<file path="config.mk">
export PLATFORM = sky130hd
export DESIGN_NAME = clause_unpacker_flat
export DESIGN_NICKNAME = d
export VERILOG_FILES = /design/src/rtl/clause_unpacker_if.sv /design/src/rtl/clause_unpacker.sv /design/src/flat_wrapper.sv
export SDC_FILE = /design/constraint.sdc
export NUM_CORES = 1
export LEC_CHECK = 0
export ABC_AREA = 1
export CAP_MARGIN = 5
export CORE_ASPECT_RATIO = 0.75
export CORE_MARGIN = 2
export CORE_UTILIZATION = 40
export DETAILED_ROUTE_END_ITERATION = 10
export PLACE_DENSITY = 0.77
export SLEW_MARGIN = 10
export SYNTH_ARGS = -nofsm -noshare
export SYNTH_HDL_FRONTEND = slang
export SYNTH_SLANG_ARGS = --single-unit
</file>
<file path="constraint.sdc">
create_clock -name clk -period 6.56 [get_ports clk]
set_clock_uncertainty 0.15 [all_clocks]
set_input_delay 0.984 -clock clk [delete_from_list [all_inputs] [get_ports clk]]
set_output_delay 0.984 -clock clk [all_outputs]
set_load 0.01 [all_outputs]
</file>
<file path="src/rtl/clause_unpacker_if.sv">
// Source-read and frame-output signals of clause_unpacker. The master modport is the unpacker;
// the slave modport is the FIFO source / frame consumer side.
interface clause_unpacker_if #(
  parameter int unsigned CLAUSE_COUNT = 20,
  parameter int unsigned CLAUSE_WIDTH = 9
);
  localparam int unsigned CntW = $clog2(CLAUSE_COUNT + 1);

  logic                             empty_i;
  logic [CLAUSE_WIDTH-1:0]          clause_i;
  logic                             rden_o;
  logic                             flush_i;
  logic [CLAUSE_WIDTH*CLAUSE_COUNT-1:0] clauses_o;
  logic [CLAUSE_COUNT-1:0]          clause_valid_o;
  logic                             frame_valid_o;
  logic                             frame_ready_i;
  logic [CntW-1:0]                  count_o;

  modport master (
    input  empty_i, clause_i, flush_i, frame_ready_i,
    output rden_o, clauses_o, clause_valid_o, frame_valid_o, count_o
  );

  modport slave (
    output empty_i, clause_i, flush_i, frame_ready_i,
    input  rden_o, clauses_o, clause_valid_o, frame_valid_o, count_o
  );
endinterface

</file>
<file path="src/rtl/clause_unpacker.sv">
// Drains a clause FIFO one clause per cycle and packs the clauses into a CLAUSE_COUNT-slot frame.
// Optional idle auto-flush is enabled by defining CLAUSE_UNPACKER_TIMEOUT_EN.
module clause_unpacker #(
  parameter int unsigned CLAUSE_COUNT = 20,
  parameter int unsigned CLAUSE_WIDTH = 9,
  parameter int unsigned TIMEOUT      = 8
) (
  input logic                clk,
  input logic                reset,
  clause_unpacker_if.master  bus
);

  localparam int unsigned CntW = $clog2(CLAUSE_COUNT + 1);
  localparam int unsigned IdxW = (CLAUSE_COUNT > 1) ? $clog2(CLAUSE_COUNT) : 1;

  typedef enum logic [0:0] {StFill, StHold} state_e;

  state_e                                state_q, state_d;
  logic [CntW-1:0]                       wp_q, wp_d;
  logic                                  rd_pend_q, rd_pend_d;
  logic                                  flush_pend_q, flush_pend_d;
  logic [CLAUSE_COUNT-1:0]               mask_q, mask_d;
  logic [CLAUSE_WIDTH*CLAUSE_COUNT-1:0]  data_q, data_d;
  logic                                  rden;
  logic                                  idle_fire;
  logic [IdxW-1:0]                       wr_idx;

  // Slots already claimed include the read still in flight.
  assign rden = (state_q == StFill) && !reset && !bus.empty_i && !flush_pend_q &&
                (({1'b0, wp_q} + (CntW + 1)'(rd_pend_q)) < (CntW + 1)'(CLAUSE_COUNT));

  assign wr_idx = IdxW'(wp_q);

`ifdef CLAUSE_UNPACKER_TIMEOUT_EN
  localparam int unsigned IdleW = $clog2(TIMEOUT + 1);

  logic [IdleW-1:0] idle_q, idle_d;

  always_comb begin
    idle_d    = '0;
    idle_fire = 1'b0;
    if (state_q == StFill && wp_q != '0 && !rden && !rd_pend_q) begin
      if (idle_q >= IdleW'(TIMEOUT - 1)) begin
        idle_fire = 1'b1;
      end else begin
        idle_d = idle_q + 1'b1;
      end
    end
  end

  always_ff @(posedge clk) begin
    if (reset) begin
      idle_q <= '0;
    end else begin
      idle_q <= idle_d;
    end
  end
`else
  assign idle_fire = 1'b0;
`endif

  always_comb begin
    state_d      = state_q;
    wp_d         = wp_q;
    rd_pend_d    = rden;
    flush_pend_d = flush_pend_q;
    mask_d       = mask_q;
    data_d       = data_q;
    unique case (state_q)
      StFill: begin
        if (rd_pend_q) begin
          data_d[CLAUSE_WIDTH*wr_idx +: CLAUSE_WIDTH] = bus.clause_i;
          mask_d[wr_idx]                              = 1'b1;
          wp_d                                        = wp_q + 1'b1;
        end
        // A flush with nothing captured or in flight is dropped: no empty frames.
        if ((bus.flush_i && (wp_q != '0 || rd_pend_q)) || idle_fire) begin
          flush_pend_d = 1'b1;
        end
        if (rd_pend_q && wp_q == CntW'(CLAUSE_COUNT - 1)) begin
          state_d = StHold;
        end else if (flush_pend_q && !rd_pend_q && wp_q != '0) begin
          state_d = StHold;
        end
      end
      StHold: begin
        if (bus.frame_ready_i) begin
          state_d      = StFill;
          wp_d         = '0;
          flush_pend_d = 1'b0;
          mask_d       = '0;
          data_d       = '0;
        end
      end
      default: state_d = StFill;
    endcase
  end

  always_ff @(posedge clk) begin
    if (reset) begin
      state_q      <= StFill;
      wp_q         <= '0;
      rd_pend_q    <= 1'b0;
      flush_pend_q <= 1'b0;
      mask_q       <= '0;
      data_q       <= '0;
    end else begin
      state_q      <= state_d;
      wp_q         <= wp_d;
      rd_pend_q    <= rd_pend_d;
      flush_pend_q <= flush_pend_d;
      mask_q       <= mask_d;
      data_q       <= data_d;
    end
  end

  assign bus.rden_o         = rden;
  assign bus.frame_valid_o  = (state_q == StHold);
  assign bus.clauses_o      = data_q;
  assign bus.clause_valid_o = mask_q;
  assign bus.count_o        = wp_q;

endmodule

</file>
<file path="src/flat_wrapper.sv">
// flat-port wrapper written by rule: the top's interface ports become plain ports
module clause_unpacker_flat 
#(
  parameter int unsigned CLAUSE_COUNT = 20,
  parameter int unsigned CLAUSE_WIDTH = 9,
  parameter int unsigned TIMEOUT      = 8
)
  (clk, reset, bus_empty_i, bus_clause_i, bus_flush_i, bus_frame_ready_i, bus_rden_o, bus_clauses_o, bus_clause_valid_o, bus_frame_valid_o, bus_count_o);
  clause_unpacker_if #(.CLAUSE_COUNT(CLAUSE_COUNT), .CLAUSE_WIDTH(CLAUSE_WIDTH)) bus_i ();
  input logic clk;
  input logic reset;
  input wire logic [$bits(bus_i.empty_i)-1:0] bus_empty_i;
  input wire logic [$bits(bus_i.clause_i)-1:0] bus_clause_i;
  input wire logic [$bits(bus_i.flush_i)-1:0] bus_flush_i;
  input wire logic [$bits(bus_i.frame_ready_i)-1:0] bus_frame_ready_i;
  output wire logic [$bits(bus_i.rden_o)-1:0] bus_rden_o;
  output wire logic [$bits(bus_i.clauses_o)-1:0] bus_clauses_o;
  output wire logic [$bits(bus_i.clause_valid_o)-1:0] bus_clause_valid_o;
  output wire logic [$bits(bus_i.frame_valid_o)-1:0] bus_frame_valid_o;
  output wire logic [$bits(bus_i.count_o)-1:0] bus_count_o;
  assign bus_i.empty_i = bus_empty_i;
  assign bus_i.clause_i = bus_clause_i;
  assign bus_i.flush_i = bus_flush_i;
  assign bus_i.frame_ready_i = bus_frame_ready_i;
  assign bus_rden_o = bus_i.rden_o;
  assign bus_clauses_o = bus_i.clauses_o;
  assign bus_clause_valid_o = bus_i.clause_valid_o;
  assign bus_frame_valid_o = bus_i.frame_valid_o;
  assign bus_count_o = bus_i.count_o;
  clause_unpacker #(.CLAUSE_COUNT(CLAUSE_COUNT), .CLAUSE_WIDTH(CLAUSE_WIDTH), .TIMEOUT(TIMEOUT)) u_core (.clk(clk), .reset(reset), .bus(bus_i));
endmodule
</file>
# ---- Word level (Yosys, flattened, before mapping)
# Cells that the tools add are included.
dict set report op_classes {
  add_sub_neg 3
  multipliers 1
  magnitude_cmp 3
  eq_ne 4
  shifts 2
  n_mux 19
  bitwise_logic 2
  reduce_logical 17
}
# op n
set ops {}
lappend ops {{180-bit two-way mux} 2}
lappend ops {{180-bit case mux with 2 select lines} 1}
lappend ops {{180-bit bitwise mux} 1}
lappend ops {{9-bit by 34-bit variable shift with 180-bit output (first input constant)} 1}
lappend ops {{9-bit by 34-bit indexed part select with 180-bit output} 1}
lappend ops {{20-bit two-way mux} 2}
lappend ops {{20-bit case mux with 2 select lines} 1}
lappend ops {{9-bit negation with 34-bit output} 1}
lappend ops {{20-bit OR} 1}
lappend ops {{5-bit two-way mux} 2}
lappend ops {{5-bit case mux with 2 select lines} 1}
lappend ops {{1-bit logical AND} 9}
lappend ops {{4-bit by 5-bit multiplier with 9-bit output (first input constant)} 1}
lappend ops {{5-bit by 1-bit adder with 6-bit output} 1}
lappend ops {{5-bit by 6-bit less-than comparator with 1-bit output (second input constant)} 1}
lappend ops {{6-bit by 5-bit less-than comparator with 1-bit output (second input constant)} 1}
lappend ops {{1-bit two-way mux} 6}
lappend ops {{5-bit by 1-bit adder with 5-bit output (second input constant)} 1}
lappend ops {{1-bit demux with 5-bit select} 1}
lappend ops {{5-bit == test (second input constant)} 1}
lappend ops {{5-bit by 1-bit >= comparator with 1-bit output (second input constant)} 1}
lappend ops {{5-bit nonzero test} 1}
lappend ops {{1-bit logical NOT} 4}
lappend ops {{2-bit != test (second input constant)} 2}
lappend ops {{other kinds (5)} 7}
dict set report totals {
  regBits 208
  elab_cells 57
}

# ---- Depth between registers and ports, before layout
dict set report logic_depth {
  depth_word 7
  ltp_mapped 13
}

# ---- Worst setup path before layout
# OpenSTA, ideal clock, no wires.
dict set report synth_path {
  kind {in2out}
  start {in reset}
  end {out bus_rden_o}
  t_arrival_ns 1.822
  required_time_ns 5.426
  path_slack_ns 3.604
  cell_stages 4
  cell_sequence {clkbuf_1 -> nor2_1 -> inv_1 -> nor4_1}
}
dict set report synth_via {
  elab_chain_len 5
}
# item line
set synth_lines {}
lappend synth_lines {{start, declared} flat_wrapper.sv:11} ;# input logic reset;
lappend synth_lines {{1-bit logical NOT} clause_unpacker.sv:29} ;# assign rden = (state_q == StFill) && !reset && !bus.empty_i && !flush_pend_q &&
lappend synth_lines {{1-bit logical AND (4 in a row)} clause_unpacker.sv:29}
lappend synth_lines {{end, declared} flat_wrapper.sv:16} ;# output wire logic [$bits(bus_i.rden_o)-1:0] bus_rden_o;
# Every way passes these cells.

# ---- Worst setup path after layout
dict set report layout_path {
  start {reg u_core.wp_q[0] (netlist: u_core.bus.count_o[0])}
  end {reg u_core.data_q[98] (netlist: u_core.bus.clauses_o[98])}
}
dict set report layout_via {
  elab_chain_len 6
}
# item line
set layout_lines {}
lappend layout_lines {{start, declared} clause_unpacker.sv:19} ;# logic [CntW-1:0] wp_q, wp_d;
lappend layout_lines {{start signal, assigned} clause_unpacker.sv:109} ;# wp_q <= wp_d;
lappend layout_lines {{4-bit by 5-bit multiplier with 9-bit output *} clause_unpacker.sv:72} ;# data_d[CLAUSE_WIDTH*wr_idx +: CLAUSE_WIDTH] = bus.clause_i;
lappend layout_lines {{9-bit negation with 34-bit output *} clause_unpacker.sv:72}
lappend layout_lines {{9-bit by 34-bit indexed part select with 180-bit output / 9-bit by 34-bit variable shift with 180-bit output (equally long branches)} clause_unpacker.sv:72}
lappend layout_lines {{180-bit bitwise mux *} clause_unpacker.sv:72}
lappend layout_lines {{180-bit two-way mux *} clause_unpacker.sv:71} ;# if (rd_pend_q) begin
lappend layout_lines {{180-bit case mux with 2 select lines *} clause_unpacker.sv:69} ;# unique case (state_q)
lappend layout_lines {{end signal, assigned} clause_unpacker.sv:113} ;# data_q <= data_d;
lappend layout_lines {{end, declared} clause_unpacker.sv:23} ;# logic [CLAUSE_WIDTH*CLAUSE_COUNT-1:0] data_q, data_d;
# Every way passes the cells marked *; elsewhere a longest branch is shown, timed or not. The select of a mux whose other input is x is not followed.
# A chain may end at the register's enable or synchronous reset.

==> results by group <==
Synth
  – Post-synthesis cell count: 1126
  – Synth unique cells: 33
  – Post-Syn Nets: 1147
  – Asr flop ratio synth: 0%
  – Synthesized flop and latch total: 208
  – Syn Std Cell Area: 0.008675 mm^2
  – Post-synth EDFFs: 0
  – Synthesis Warnings: 0
  – Syn avg cell area: 7.704 um^2
  – Most used DFF post-synth: dfxtp_1
  – Sequential share of the synthesized area: 48.00%

CTS
  – H-tree levels: 1
  – CTS Hold Buffers Added: 0
  – Worst skew pair latency: 510 ps
  – CTS tree: done
  – Clock tree buffer depth: 3
  – Root Driver: clkbuf_16
  – Clock sink count: 208
  – Clock transition at the registers of the reported paths: 70 ps
  – Buffer count from post-CTS setup fixing: 0
  – PostCTS Resize Cnt: 0
  – TritonCTS Buffers: 22

Cells and area
  – Antenna cells: 0
  – Ratio of cells with drive above 1 in the final layout: 7.371%
  – Final Util: 55.10%
  – Register area: 0.004164 mm^2
  – Fin nets: 1322
  – P&R area growth vs syn: 34.89%
  – Post-route cell area: 0.01170 mm^2
  – Multi-input gate area: 0.003948 mm^2
  – Final Instance Count excl. Fillers: 1604
  – Fillers: 1890

Global route
  – Largest net degree at the start of global routing: 114
  – Number of global-route vias before repair: 8138
  – GR Overflow Total: 0
  – Initial antenna violation count: 0
  – First-pass GRT wire length: 46.65 mm
  – Gr usage total: 25.36%

Route
  – Final ANT Viol Nets: 0
  – Via count: 9081
  – Drt initial violations: 1225
  – WL final: 30.60 mm
  – DRC Markers: 0
  – WL/cell: 19.08 um
  – DRT Pass-1 Iters: 7
  – Routed vias/inst: 5.661

Timing
  – TNS Setup: 0 ps
  – Worst hold margin: 312.1 ps
  – Final worst path period share: 62.75%
  – Least-Margin Pin Slew: 1184 ps
  – FMAX: 242.9 MHz
  – RSZ-0062 raised after global routing: false
  – Fin crit period: 4117 ps
  – Max_slew headroom: 21.04%
  – Final WS setup: 2443 ps
  – Fin. max-slew vios: 0
  – Hold Vio Cnt, Final: 0
  – Final Setup Violations: 0

Pwr
  – Psw: 658.7 uW
  – Switching share of power: 24.03%
  – Combinational share of power: 6.6%
  – Pleak: 3.977 nW
  – Clock share of power: 46.7%
  – Pwr Total: 2.741 mW
  – Sequential power share: 46.7%
  – Internal power: 2.082 mW
  – Peak supply drop: 0.0001420 V
  – Power Density: 234.3 mW/mm^2

Placement
  – PortBufs: 220
  – HPWL Detailed: 21.44 mm
  – Area after DPL: 0.01095 mm^2
  – Gpl congestion: 0.9338
  – Placed Cells: 1565
  – Dpl ws: 1966 ps

Die
  – Die Span Y: 131.5 um
  – Initial Util: 40.84%
  – Die ar.: 0.02289 mm^2
  – IO Count: 221
  – Die width: 174.0 um
  – FP Rows: 46
  – Core area: 0.02124 mm^2

Worst setup path
  – Crit. End Element: flip-flop
  – R2R setup slack: 2440 ps
  – Arr. time, crit path: 4370 ps
  – Setup crit start kind: flip-flop
  – Worst R2R End: u_core.bus.clauses_o[98]
  – R2r startpoint: u_core.bus.count_o[0]
  – Reg2reg path depth: 10
  – CP required: 6810 ps
  – Setup CP Type: reg -> reg
  – Largest fanout on the critical path: 28

Worst hold path
  – Hold Crit Endpoint: u_core.rd_pend_q
  – Hold Crit Class: reg -> reg
  – Hold path start: u_core.flush_pend_q
  – Worst hold stages: 1

Run
  – Maxcap violations: 0

Outcome
  – Outcome: completed
[worst max path at each step]
stage	start	endpoint	slack (ps)	cells past startpoint
floorplan	reset	bus_rden_o	3600	4
global placement	bus_frame_ready_i	u_core.bus.clauses_o[146]	2100	8
detailed placement	bus_frame_ready_i	u_core.bus.clauses_o[152]	1970	8
CTS	u_core.bus.count_o[0]	u_core.bus.clauses_o[79]	2420	10
global route	u_core.bus.count_o[0]	u_core.bus.clauses_o[98]	2190	10
finish	u_core.bus.count_o[0]	u_core.bus.clauses_o[98]	2440	10
[metal layers]
layer,track usage (%),routed length [um],vias up
met5,0,0,-
met4,7.423,916,0
met3,6.076,3335,72
met2,34.75,12410,514
met1,38.72,13940,4265
li1,-,-,4230
[cells in the mapped netlist, types with 13 or more instances]
| master | n | area share (%) |
|---|---|---|
| dfxtp_1 | 208 | 48 |
| nor2_1 | 65 | 2.8 |
| nand4_1 | 30 | 2.2 |
| a21oi_1 | 161 | 9.3 |
| nand2_2 | 13 | 0.94 |
| o21ai_0 | 24 | 1.4 |
| clkbuf_1 | 45 | 1.9 |
| nand3_1 | 298 | 17 |
| buf_2 | 15 | 0.87 |
| inv_1 | 53 | 2.3 |
| nand2_1 | 132 | 5.7 |
[sequential cells by signal, indices dropped and copies added (netlist names)]
name	count
u_core.bus.clauses_o	180
u_core.flush_pend_q	1
u_core.bus.clause_valid_o	20
u_core.bus.frame_valid_o	1
u_core.rd_pend_q	1
u_core.bus.count_o	5
[kinds of logic (layout without fill, tap and decap cells)]
| family | Yosys count | in the layout | synth area share (%) |
|---|---|---|---|
| and+or+nand+nor | 568 | 568 | 32.22 |
| DFF | 208 | 208 | 48.00 |
| AOI/OAI and AO/OA | 205 | 205 | 12.16 |
| buffers and inverters | 138 | 328 | 6.606 |
| adders and majority gates | 7 | 7 | 1.010 |
[area by class of cell]
class | count | area share (%)
Tap cell | 288 | 3.080
Inverter | 63 | 2.042
Timing Repair Buffer | 226 | 19.18
Multi-Input combinational cell | 780 | 33.74
Sequential cell | 208 | 35.59
Clock inverter | 8 | 0.7699
Clock buffer | 31 | 5.603
[worst max-delay path: stages, from the launching register on]
cell and delay, ps:
dfxtp_1 980, inv_2 230, ha_1 310, nand2_2 120, nor2_1 70, ha_1 410, inv_1 170, a21oi_2 770
nand2_1 440, o21ai_0 290, nor2_1 60
[cells in the final DEF (no fill, tap or decap), types with 3 or more instances in the layout]
cell type,count
o21ai_0,24
a21oi_2,3
nand2_2,13
ha_1,7
nand2_1,131
o21ai_1,11
inv_2,9
clkdlybuf4s50_1,219
inv_1,53
clkbuf_8,5
buf_4,7
clkinv_2,6
nor2_1,64
nand3_1,298
clkbuf_16,23
nor2_4,11
nor2_2,7
a21oi_1,161
nand4_1,30
dfxtp_1,208
clkbuf_1,3
nand2_4,4
[power by group through the flow]
stage               sequential [mW]  clock, mW  combinational (mW)
floorplan                      1.31          0               0.123
global placement               1.31          0               0.174
detailed placement             1.31          0               0.175
CTS                            1.28       1.29               0.176
global route                   1.28       1.34               0.194
finish                         1.28       1.28               0.181
No activity file was read; power rests on OpenSTA's default activity.
